<file path="src/rtl/mmu_pkg.sv">
// Shared types and constants for the MMU address translator.
package mmu_pkg;

   localparam int unsigned VPN2_W     = 19;
   localparam int unsigned PFN_W      = 20;
   localparam int unsigned CACHE_W    = 3;
   localparam int unsigned TLB_ASID_W = 8;

   localparam logic [31:0] KSEG0_BASE = 32'h8000_0000;
   localparam logic [31:0] KSEG1_BASE = 32'hA000_0000;
   localparam logic [31:0] KSEG2_BASE = 32'hC000_0000;

   localparam logic [CACHE_W-1:0] CACHE_UNCACHED = 3'd2;

   typedef enum logic [1:0] {
      EXC_NONE    = 2'd0,
      EXC_REFILL  = 2'd1,
      EXC_INVALID = 2'd2,
      EXC_MOD     = 2'd3
   } exc_e;

   typedef struct packed {
      logic [VPN2_W-1:0]     vpn2;
      logic [TLB_ASID_W-1:0] asid;
      logic                  g;
      logic [PFN_W-1:0]      pfn0;
      logic [CACHE_W-1:0]    c0;
      logic                  d0;
      logic                  v0;
      logic [PFN_W-1:0]      pfn1;
      logic [CACHE_W-1:0]    c1;
      logic                  d1;
      logic                  v1;
   } tlb_entry_t;

endpackage

</file>
<file path="src/rtl/mmu_tlb_xlat_tlb_match.sv">
// Combinational fully associative TLB CAM; the lowest matching index wins.
module tlb_match
   import mmu_pkg::*;
#(
   parameter int unsigned ENTRIES = 16,
   parameter int unsigned IDX_W   = $clog2(ENTRIES)
) (
   input  tlb_entry_t            entries_i [ENTRIES],
   input  logic [VPN2_W-1:0]     vpn2_i,
   input  logic [TLB_ASID_W-1:0] asid_i,
   output logic                  hit_c_o,
   output logic [IDX_W-1:0]      idx_c_o
);

   // Scan downwards so the last assignment is the lowest matching index.
   always_comb begin
      hit_c_o = 1'b0;
      idx_c_o = '0;
      for (int i = int'(ENTRIES) - 1; i >= 0; i--) begin
         if ((entries_i[i].vpn2 == vpn2_i) &&
             (entries_i[i].g || (entries_i[i].asid == asid_i))) begin
            hit_c_o = 1'b1;
            idx_c_o = IDX_W'(i);
         end
      end
   end

endmodule

</file>
<file path="src/rtl/mmu_tlb_xlat.sv">
// Registered virtual-to-physical translator: fixed kseg0/kseg1, TLB-mapped elsewhere.
// Optional performance counters are built when MMU_PERF_CNT_EN is defined.
module mmu_tlb_xlat
   import mmu_pkg::*;
#(
   parameter int unsigned TLB_ENTRIES = 16,
   parameter int unsigned ASID_W      = 8,
   parameter bit          USE_TLB     = 1'b1,
   parameter logic [31:0] UC_BASE     = 32'hBFAF_0000,
   parameter logic [31:0] UC_MASK     = 32'hFFFF_0000,
   localparam int unsigned IDX_W      = $clog2(TLB_ENTRIES)
) (
   input  logic              clk,
   input  logic              resetn,
   input  logic              req_valid,
   output logic              req_ready,
   input  logic [31:0]       req_vaddr,
   input  logic              req_store,
   input  logic [ASID_W-1:0] cur_asid,
   output logic              resp_valid,
   input  logic              resp_ready,
   output logic [31:0]       resp_paddr,
   output logic              resp_uncache,
   output logic [1:0]        resp_exc,
`ifdef MMU_PERF_CNT_EN
   input  logic              perf_clr,
   output logic [31:0]       perf_hit,
   output logic [31:0]       perf_miss,
`endif
   input  logic              tlbw_en,
   input  logic [IDX_W-1:0]  tlbw_idx,
   input  tlb_entry_t        tlbw_entry
);

   tlb_entry_t         entries_q [TLB_ENTRIES];
   logic               tlb_hit;
   logic [IDX_W-1:0]   hit_idx;
   logic               accept;
   logic               is_kseg0;
   logic               is_kseg1;
   logic               in_window;
   logic [PFN_W-1:0]   pg_pfn;
   logic [CACHE_W-1:0] pg_c;
   logic               pg_d;
   logic               pg_v;

   logic               resp_valid_q;
   logic [31:0]        paddr_q, paddr_d;
   logic               uncache_q, uncache_d;
   exc_e               exc_q, exc_d;

   assign req_ready    = !resp_valid_q || resp_ready;
   assign accept       = req_valid && req_ready;
   assign resp_valid   = resp_valid_q;
   assign resp_paddr   = paddr_q;
   assign resp_uncache = uncache_q;
   assign resp_exc     = exc_q;

   // TLB entry storage; lookups in the write cycle see the old contents.
   always_ff @(posedge clk or negedge resetn) begin
      if (!resetn) begin
         for (int i = 0; i < int'(TLB_ENTRIES); i++) begin
            entries_q[i] <= '0;
         end
      end else if (tlbw_en) begin
         entries_q[tlbw_idx] <= tlbw_entry;
      end
   end

   tlb_match #(
      .ENTRIES (TLB_ENTRIES),
      .IDX_W   (IDX_W)
   ) u_match (
      .entries_i (entries_q),
      .vpn2_i    (req_vaddr[31:13]),
      .asid_i    (TLB_ASID_W'(cur_asid)),
      .hit_c_o   (tlb_hit),
      .idx_c_o   (hit_idx)
   );

   // Page select within the matched even/odd pair.
   always_comb begin
      if (req_vaddr[12]) begin
         pg_pfn = entries_q[hit_idx].pfn1;
         pg_c   = entries_q[hit_idx].c1;
         pg_d   = entries_q[hit_idx].d1;
         pg_v   = entries_q[hit_idx].v1;
      end else begin
         pg_pfn = entries_q[hit_idx].pfn0;
         pg_c   = entries_q[hit_idx].c0;
         pg_d   = entries_q[hit_idx].d0;
         pg_v   = entries_q[hit_idx].v0;
      end
   end

   // Segment decode, exception priority and uncached attribute.
   always_comb begin
      is_kseg0  = (req_vaddr >= KSEG0_BASE) && (req_vaddr < KSEG1_BASE);
      is_kseg1  = (req_vaddr >= KSEG1_BASE) && (req_vaddr < KSEG2_BASE);
      in_window = (UC_MASK != '0) && ((req_vaddr & UC_MASK) == UC_BASE);
      paddr_d   = req_vaddr;
      uncache_d = 1'b0;
      exc_d     = EXC_NONE;
      if (is_kseg0) begin
         paddr_d   = req_vaddr - KSEG0_BASE;
         uncache_d = in_window;
      end else if (is_kseg1) begin
         paddr_d   = req_vaddr - KSEG1_BASE;
         uncache_d = 1'b1;
      end else if (!USE_TLB) begin
         uncache_d = in_window;
      end else if (!tlb_hit) begin
         exc_d = EXC_REFILL;
      end else if (!pg_v) begin
         exc_d = EXC_INVALID;
      end else if (req_store && !pg_d) begin
         exc_d = EXC_MOD;
      end else begin
         paddr_d   = {pg_pfn, req_vaddr[11:0]};
         uncache_d = (pg_c == CACHE_UNCACHED) || in_window;
      end
   end

   // Response register: loads on accept, holds under backpressure.
   always_ff @(posedge clk or negedge resetn) begin
      if (!resetn) begin
         resp_valid_q <= 1'b0;
         paddr_q      <= '0;
         uncache_q    <= 1'b0;
         exc_q        <= EXC_NONE;
      end else if (accept) begin
         resp_valid_q <= 1'b1;
         paddr_q      <= paddr_d;
         uncache_q    <= uncache_d;
         exc_q        <= exc_d;
      end else if (resp_ready) begin
         resp_valid_q <= 1'b0;
      end
   end

`ifdef MMU_PERF_CNT_EN
   logic [31:0] hit_cnt_q;
   logic [31:0] miss_cnt_q;
   logic        cnt_ev;

   assign cnt_ev    = accept && USE_TLB && !is_kseg0 && !is_kseg1;
   assign perf_hit  = hit_cnt_q;
   assign perf_miss = miss_cnt_q;

   // Saturating hit/miss counters; clear wins over increment.
   always_ff @(posedge clk or negedge resetn) begin
      if (!resetn) begin
         hit_cnt_q  <= '0;
         miss_cnt_q <= '0;
      end else if (perf_clr) begin
         hit_cnt_q  <= '0;
         miss_cnt_q <= '0;
      end else if (cnt_ev) begin
         if (tlb_hit) begin
            if (hit_cnt_q != '1) hit_cnt_q <= hit_cnt_q + 32'd1;
         end else begin
            if (miss_cnt_q != '1) miss_cnt_q <= miss_cnt_q + 32'd1;
         end
      end
   end
`endif

endmodule

</file>
<file path="config.mk">
export PLATFORM = sky130hd
export DESIGN_NAME = mmu_tlb_xlat
export DESIGN_NICKNAME = d
export VERILOG_FILES = /design/src/rtl/mmu_pkg.sv /design/src/rtl/mmu_tlb_xlat_tlb_match.sv /design/src/rtl/mmu_tlb_xlat.sv
export SDC_FILE = /design/constraint.sdc
export NUM_CORES = 2
export LEC_CHECK = 0
export CAP_MARGIN = 30
export CORE_ASPECT_RATIO = 0.8
export CORE_MARGIN = 2
export CORE_UTILIZATION = 25
export CTS_CLUSTER_DIAMETER = 100
export CTS_CLUSTER_SIZE = 16
export DETAILED_ROUTE_END_ITERATION = 10
export GPL_TIMING_DRIVEN = 0
export PLACE_DENSITY_LB_ADDON = 0.05
export SETUP_SLACK_MARGIN = 0.4
export SYNTH_ARGS = -nofsm -noshare
export SYNTH_HDL_FRONTEND = slang
export SYNTH_SLANG_ARGS = --single-unit
</file>
<file path="constraint.sdc">
create_clock -name clk -period 4.85 [get_ports clk]
set_clock_uncertainty 0.2 [all_clocks]
set_input_delay 1.455 -clock clk [delete_from_list [all_inputs] [get_ports clk]]
set_output_delay 1.455 -clock clk [all_outputs]
set_load 0.02 [all_outputs]
</file>
; Word-level counts from Yosys, hierarchy flattened
; Index checks and enable logic that the tools add are counted.
[totals]
register_bits = 1284
word_cells = 326
inputBits = 128
out_inout_bits = 37
[classes]
n_lt_le_gt_ge = 7
bitwise_logic = 2
addsub = 2
n_reduce_logical = 42
mux = 59
n_eq_ne = 34
[op_table]
columns = op, count
row1 = 1248-bit bitwise mux, 1
row2 = 78-bit binary-select mux with 4-bit select, 1
row3 = 78-bit demux with 4-bit select, 1
row4 = 19-bit equality test, 16
row5 = 32-bit two-way mux, 5
row6 = 8-bit equality test, 16
row7 = 50-bit two-way mux, 2
row8 = 78-bit two-way mux, 1
row9 = "32-bit greater-or-equal comparator, second input constant", 2
row10 = "32-bit < comparator, second input constant", 2
row11 = 4-bit two-way mux, 16
row12 = "32-bit subtractor, second input constant", 2
row13 = 1-bit two-way mux, 25
row14 = 1-bit logical AND, 21
row15 = 20-bit two-way mux, 1
row16 = 1-bit logical OR, 18
row17 = "16-bit equality test, second input constant", 1
row18 = "5-bit greater-or-equal comparator, second input constant", 2
row19 = 2-bit two-way mux, 5
row20 = 4-bit inverter with 5-bit output, 2
row21 = "5-bit by 1-bit < comparator with 1-bit output, second input constant", 1
row22 = "3-bit by 2-bit equality test with 1-bit output, second input constant", 1
row23 = 3-bit two-way mux, 1
row24 = 1-bit logical NOT, 2
row25 = 2-bit nonzero test, 1

; Longest topological paths before layout
[depth]
ltp_word = 31
ltp_mapped = 21
mapped_depth_nobuf = 14

; By module
; A second synthesis with hierarchy kept.
[hier_totals]
hier_cells = 4005
area_unflattened_um2 = 59258.1
[by_module_without_submodules]
columns = mod, n_inst, cells_per_inst, area_each_um2, seq_area_each_um2
row1 = mmu_tlb_xlat, 1, 3327, 53958.0, 32130.8
row2 = tlb_match, 1, 678, 5300.1, 0.0

; Worst setup path after synthesis
; Ideal clock, no wire load.
[synth_timing]
kind = input to register
startpoint = input port req_vaddr[18]
endpoint = register uncache_q (netlist: resp_uncache)
setup_ns = 0.118
setup_slack_ns = -0.499
path_stages = 19
n_path_buf = 6
required_ns = 4.532
arrival_time_ns = 5.031
cell_sequence = buf_2 -> buf_2 -> xnor2_1 -> nand3_1 -> or3_1 -> a211o_1 -> a31oi_1 -> o21a_2 -> buf_6 -> mux2_2 -> o2bb2ai_1 -> o21ai_0 -> a211oi_1 -> and3_1 -> buf_4 -> and2_1 -> buf_6 -> buf_12 -> a21o_1
[synth_between]
elab_chain_len = 30
word_cells_on_any_way = 87
cone_classes = 4 x order compare / 18 x eq/ne / 43 x mux / 1 x bitwise / 21 x reduce/logical
[synth_rtl]
columns = item, line
row1 = from (decl), mmu_tlb_xlat.sv:17  ; input logic [31:0] req_vaddr,
row2 = 19-bit equality test, mmu_tlb_xlat_tlb_match.sv:20  ; if ((entries_i[i].vpn2 == vpn2_i) &&
row3 = 1-bit logical AND, mmu_tlb_xlat_tlb_match.sv:20
row4 = 4-bit two-way mux (16 in series), mmu_tlb_xlat_tlb_match.sv:20
row5 = 4-bit inverter with 5-bit output (implied by the code), --
row6 = 78-bit binary-select mux with 4-bit select, --
row7 = 50-bit two-way mux (implied by the code) (2 in series), mmu_tlb_xlat.sv:92  ; pg_v = entries_q[hit_idx].v0;
row8 = 3-bit two-way mux or 1-bit two-way mux (tied branches), mmu_tlb_xlat.sv:83  ; if (req_vaddr[12]) begin
row9 = 3-bit by 2-bit equality test with 1-bit output or 1-bit logical NOT (tied branches), "mmu_tlb_xlat.sv:120, mmu_tlb_xlat.sv:116"
row10 = 1-bit logical OR or 1-bit logical AND (tied branches), "mmu_tlb_xlat.sv:120, mmu_tlb_xlat.sv:116"
row11 = 1-bit two-way mux, mmu_tlb_xlat.sv:116  ; end else if (req_store && !pg_d) begin
row12 = 1-bit two-way mux, mmu_tlb_xlat.sv:114  ; end else if (!pg_v) begin
row13 = 1-bit two-way mux, mmu_tlb_xlat.sv:112  ; end else if (!tlb_hit) begin
row14 = 1-bit two-way mux, mmu_tlb_xlat.sv:107  ; end else if (is_kseg1) begin
row15 = 1-bit two-way mux (*), mmu_tlb_xlat.sv:104  ; if (is_kseg0) begin
row16 = to (signal assigned), mmu_tlb_xlat.sv:134  ; uncache_q <= uncache_d;
row17 = to (decl), mmu_tlb_xlat.sv:49  ; logic uncache_q, uncache_d;
; Every way passes the cells marked *; elsewhere a longest branch is shown, timed or not. The select of a mux whose other input is x is not followed.
; A chain may end at the register's enable or synchronous reset.

; Final worst setup path
[layout_timing]
startpoint = input port req_vaddr[29]
endpoint = register paddr_q[19] (netlist: resp_paddr[19])
[layout_between]
elab_chain_len = 30
word_cells_on_any_way = 84
cone_classes = 4 x order compare / 16 x eq/ne / 43 x mux / 1 x bitwise / 20 x reduce/logical
[layout_rtl]
columns = item, line
row1 = 19-bit equality test, mmu_tlb_xlat_tlb_match.sv:20
row2 = 1-bit logical AND, mmu_tlb_xlat_tlb_match.sv:20
row3 = 4-bit two-way mux (16 in series), mmu_tlb_xlat_tlb_match.sv:20
row4 = 4-bit inverter with 5-bit output (implied by the code), --
row5 = 78-bit binary-select mux with 4-bit select, --
row6 = 50-bit two-way mux (implied by the code) (2 in series), mmu_tlb_xlat.sv:92
row7 = 1-bit two-way mux, mmu_tlb_xlat.sv:83
row8 = 1-bit logical NOT, mmu_tlb_xlat.sv:116
row9 = 1-bit logical AND, mmu_tlb_xlat.sv:116
row10 = 32-bit two-way mux, mmu_tlb_xlat.sv:116
row11 = 32-bit two-way mux, mmu_tlb_xlat.sv:114
row12 = 32-bit two-way mux, mmu_tlb_xlat.sv:112
row13 = 32-bit two-way mux, mmu_tlb_xlat.sv:107
row14 = 32-bit two-way mux (*), mmu_tlb_xlat.sv:104
row15 = to (signal assigned), mmu_tlb_xlat.sv:133  ; paddr_q <= paddr_d;
row16 = to (decl), mmu_tlb_xlat.sv:48  ; logic [31:0] paddr_q, paddr_d;
; Marked as above.

==> results.sh <==
export IMPL_worstSkewPairLatency_ns=0.76
export IMPL_leakagePower_nw=30.9
export IMPL_arrival_ns=6.09
export IMPL_grt_pass1_vias=41900
export IMPL_layout_min_cycle_time_ns=5.63
export IMPL_violations="negative setup slack"
export IMPL_cts_max_level=3
export IMPL_routedWlPerCell_um=31.3
export IMPL_die_x_um=551
export IMPL_post_route_period_util_pct=116
export IMPL_die_area_um2=244000
export IMPL_drive_gt1_share_pct=39.7
export IMPL_antenna_left=0
export IMPL_synth_flop_cell="dfrtp_1"
export IMPL_syn_nets=4926
export IMPL_cp_end_kind="flip-flop"
export IMPL_start_util_pct=25.2
export IMPL_rsz0062_at_grt="true"
export IMPL_worstHoldEndpoint="resp_paddr[9]"
export IMPL_vias=41400
export IMPL_finalSetupViolations=23
export IMPL_r2r_start="entries_q[854]"
export IMPL_grt_ovfl_total=0
export IMPL_clock_root_buffer="clkbuf_16"
export IMPL_hold_buffers=0
export IMPL_cts_buffers_inserted=91
export IMPL_area_growth_pct=25.2
export IMPL_yosysSeqAreaShare_pct=53.6
export IMPL_worstMarginPinSlew_ns=1.17
export IMPL_maxCapViolCount=0
export IMPL_critical_path_class="input pin to flip-flop"
export IMPL_setup_slack_ns=-0.782
export IMPL_grt_max_degree=153
export IMPL_holdCritStartpoint="resp_paddr[9]"
export IMPL_dieHeight_um=442
export IMPL_rows=160
export IMPL_critPathRequiredTime_ns=5.30
export IMPL_final_nets=5443
export IMPL_reg2reg_setup_slack_ns=-0.40
export IMPL_cp_start_kind="input pin"
export IMPL_port_buffers=137
export IMPL_grt_pass1_wl_mm=366
export IMPL_syn_avg_cell_area_um2=12.5
export IMPL_p_per_area_nw_per_um2=377
export IMPL_yosys_register_bits=1284
export IMPL_yosysWarnings=0
export IMPL_r2r_cells=16
export IMPL_min_path_cells=2
export IMPL_core_um2=238000
export IMPL_outcome="complete, but fails checks"
export IMPL_io_pins=165
export IMPL_clockBufferDepth=3
export IMPL_synth_edf_count=0
export IMPL_syn_area_um2=59900
export IMPL_synth_distinct_cells=71
export IMPL_path_clk_slew_ns=0.08
export IMPL_worstReg2RegEnd="resp_paddr[19]"
export IMPL_drc=0
export IMPL_finalMaxSlewViolations=0
export IMPL_postSynthCellCount=4796
export IMPL_utilization_pct=31.5
export IMPL_tritoncts="done"
export IMPL_p_total_mw=28.3
export IMPL_drt_iter0_markers=3098
export IMPL_hold_viol=0
export IMPL_wirelength_mm=266
export IMPL_clock_sinks=1284
export IMPL_gp_congestion=0.788
export IMPL_critPathMaxFanout=10
export IMPL_via_per_inst=4.87
export IMPL_synthArstFlopShare_pct=100
export IMPL_post_dp_hpwl_mm=188
export IMPL_peakVddDrop_uv=268
export IMPL_max_slew_margin_pct=21.9
export IMPL_dr_pass1_iters=5
export IMPL_clock_fmax_mhz=178
export IMPL_hp_class="flip-flop to flip-flop"
export IMPL_grt_usage_pct=21.6
export IMPL_grt_antenna_before_repair=37
-- stage by stage --
step	instance area, um2	instances	TNS, ns	worst slack (ns)	hold WS (ns)
2_1_floorplan	60100	4796	-8.08	-0.432	0.271
3_3_place_gp	65400	8092	-	-65.35	0.259
3_5_place_dp	67300	8204	-299.04	-4.77	0.267
4_1_cts	73800	8429	-11.47	-0.702	0.276
5_1_grt	75000	8485	-13.69	-0.749	0.297
6_report	75000	8493	-13.64	-0.782	0.283
-- where the power goes --
part	switching, mW	internal [mW]
Sequential	1.43	13.2
Combinational	2.81	3.08
Clock	4.25	3.54
Total	8.49	19.8
-- synthesized netlist by cell type, drive strengths merged, types with 6 or more instances --
library cell	instances	area share, %
o21ai	12	0.11
and3	9	0.094
a211oi	42	0.63
nand2	550	3.5
clkbuf	243	1.5
nor2	50	0.31
mux4	8	0.30
buf	151	1.3
and2	10	0.10
nor2b	6	0.063
nand2b	8	0.084
xor2	384	5.6
mux2	1250	23
xnor2	48	0.70
mux2i	90	1.5
a32oi	71	1.0
or3	18	0.19
a31oi	28	0.29
nand3	180	1.5
nand4	74	0.77
inv	8	0.050
nor3	27	0.24
and4	16	0.23
a21oi	29	0.26
nor4	113	1.2
nor4b	33	0.48
dfrtp	1284	54
o211ai	7	0.11
-- registers in the layout (all words and copies together) (netlist names) --
register,cells
resp_paddr,32
resp_uncache,1
resp_exc,2
entries_q,1248
resp_valid,1
-- metal layers --
metal	up-vias	GRT usage (%)	share of wire [%]
met1	22400	35.0	54
met2	809	30.5	41
met5	-	0	0.013
met4	6	3.28	1.6
met3	185	2.34	3.6
li1	17900	-	-
-- kinds of logic after synthesis --
group           after synthesis  share of synthesized area, %
compound gates              224                          2.95
fa+ha+maj                     2                        0.0418
flops                      1284                          53.6
buf+inv                     402                          2.91
simple gates               1104                          8.85
mux                        1348                          25.3
xor+xnor                    432                          6.32
-- worst max-delay path by stage --
stage	endpoint	cells past startpoint	from	slack, ns
finish	resp_paddr[19]	19	req_vaddr[29]	-0.78
global route	resp_paddr[22]	19	req_vaddr[19]	-0.75
CTS	resp_paddr[20]	18	req_vaddr[25]	-0.70
detailed placement	resp_paddr[20]	19	req_vaddr[31]	-4.77
global placement	entries_q[152]	1	resetn	-65.35
floorplan	resp_paddr[19]	20	req_vaddr[19]	-0.43
-- final cells by class --
class | count | area (um2)
Tap cell | 3159 | 3950
Fill cell | 23900 | 163000
Antenna cell | 8 | 20.0
Multi-Input combinational cell | 3110 | 27900
Timing Repair Buffer | 425 | 5200
Inverter | 8 | 32.5
Buffer | 393 | 3240
Clock buffer | 99 | 2380
Sequential cell | 1284 | 32100
Clock inverter | 7 | 110
-- worst max-delay path: stages --
cell and delay [ns]:
buf_12 0.13, bufbuf_16 0.27, xor2_1 0.17, nor4_2 0.31
nand4_1 0.26, nor3_1 0.26, o21ai_2 0.12, a211o_4 0.36
buf_4 0.15, o21ai_4 0.18, clkbuf_8 0.17, buf_12 0.13
nor2_4 0.08, buf_16 0.16, clkbuf_4 0.25, a32oi_2 0.23
nand4_1 0.68, and4_4 0.47, a211oi_2 0.17
-- repair_timing --
item                                    4_1_cts  5_1_grt
resized for setup                           647      119
pin swaps                                   139       84
endpoints found under the setup margin      287      205
gates cloned                                  9        5
setup buffers                               111       47
-- cell usage in the layout, fill, tap and decap left out, types with 78 or more instances in the layout --
master and count:
dfrtp_1 1284, mux2_2 1250, nand2_1 531, xor2_1 366, clkbuf_1 178, nand3_1 166, clkdlybuf4s50_1 134, buf_4 131
clkbuf_16 110, buf_8 88, mux2i_1 78
(Power assumes the default switching activity.)
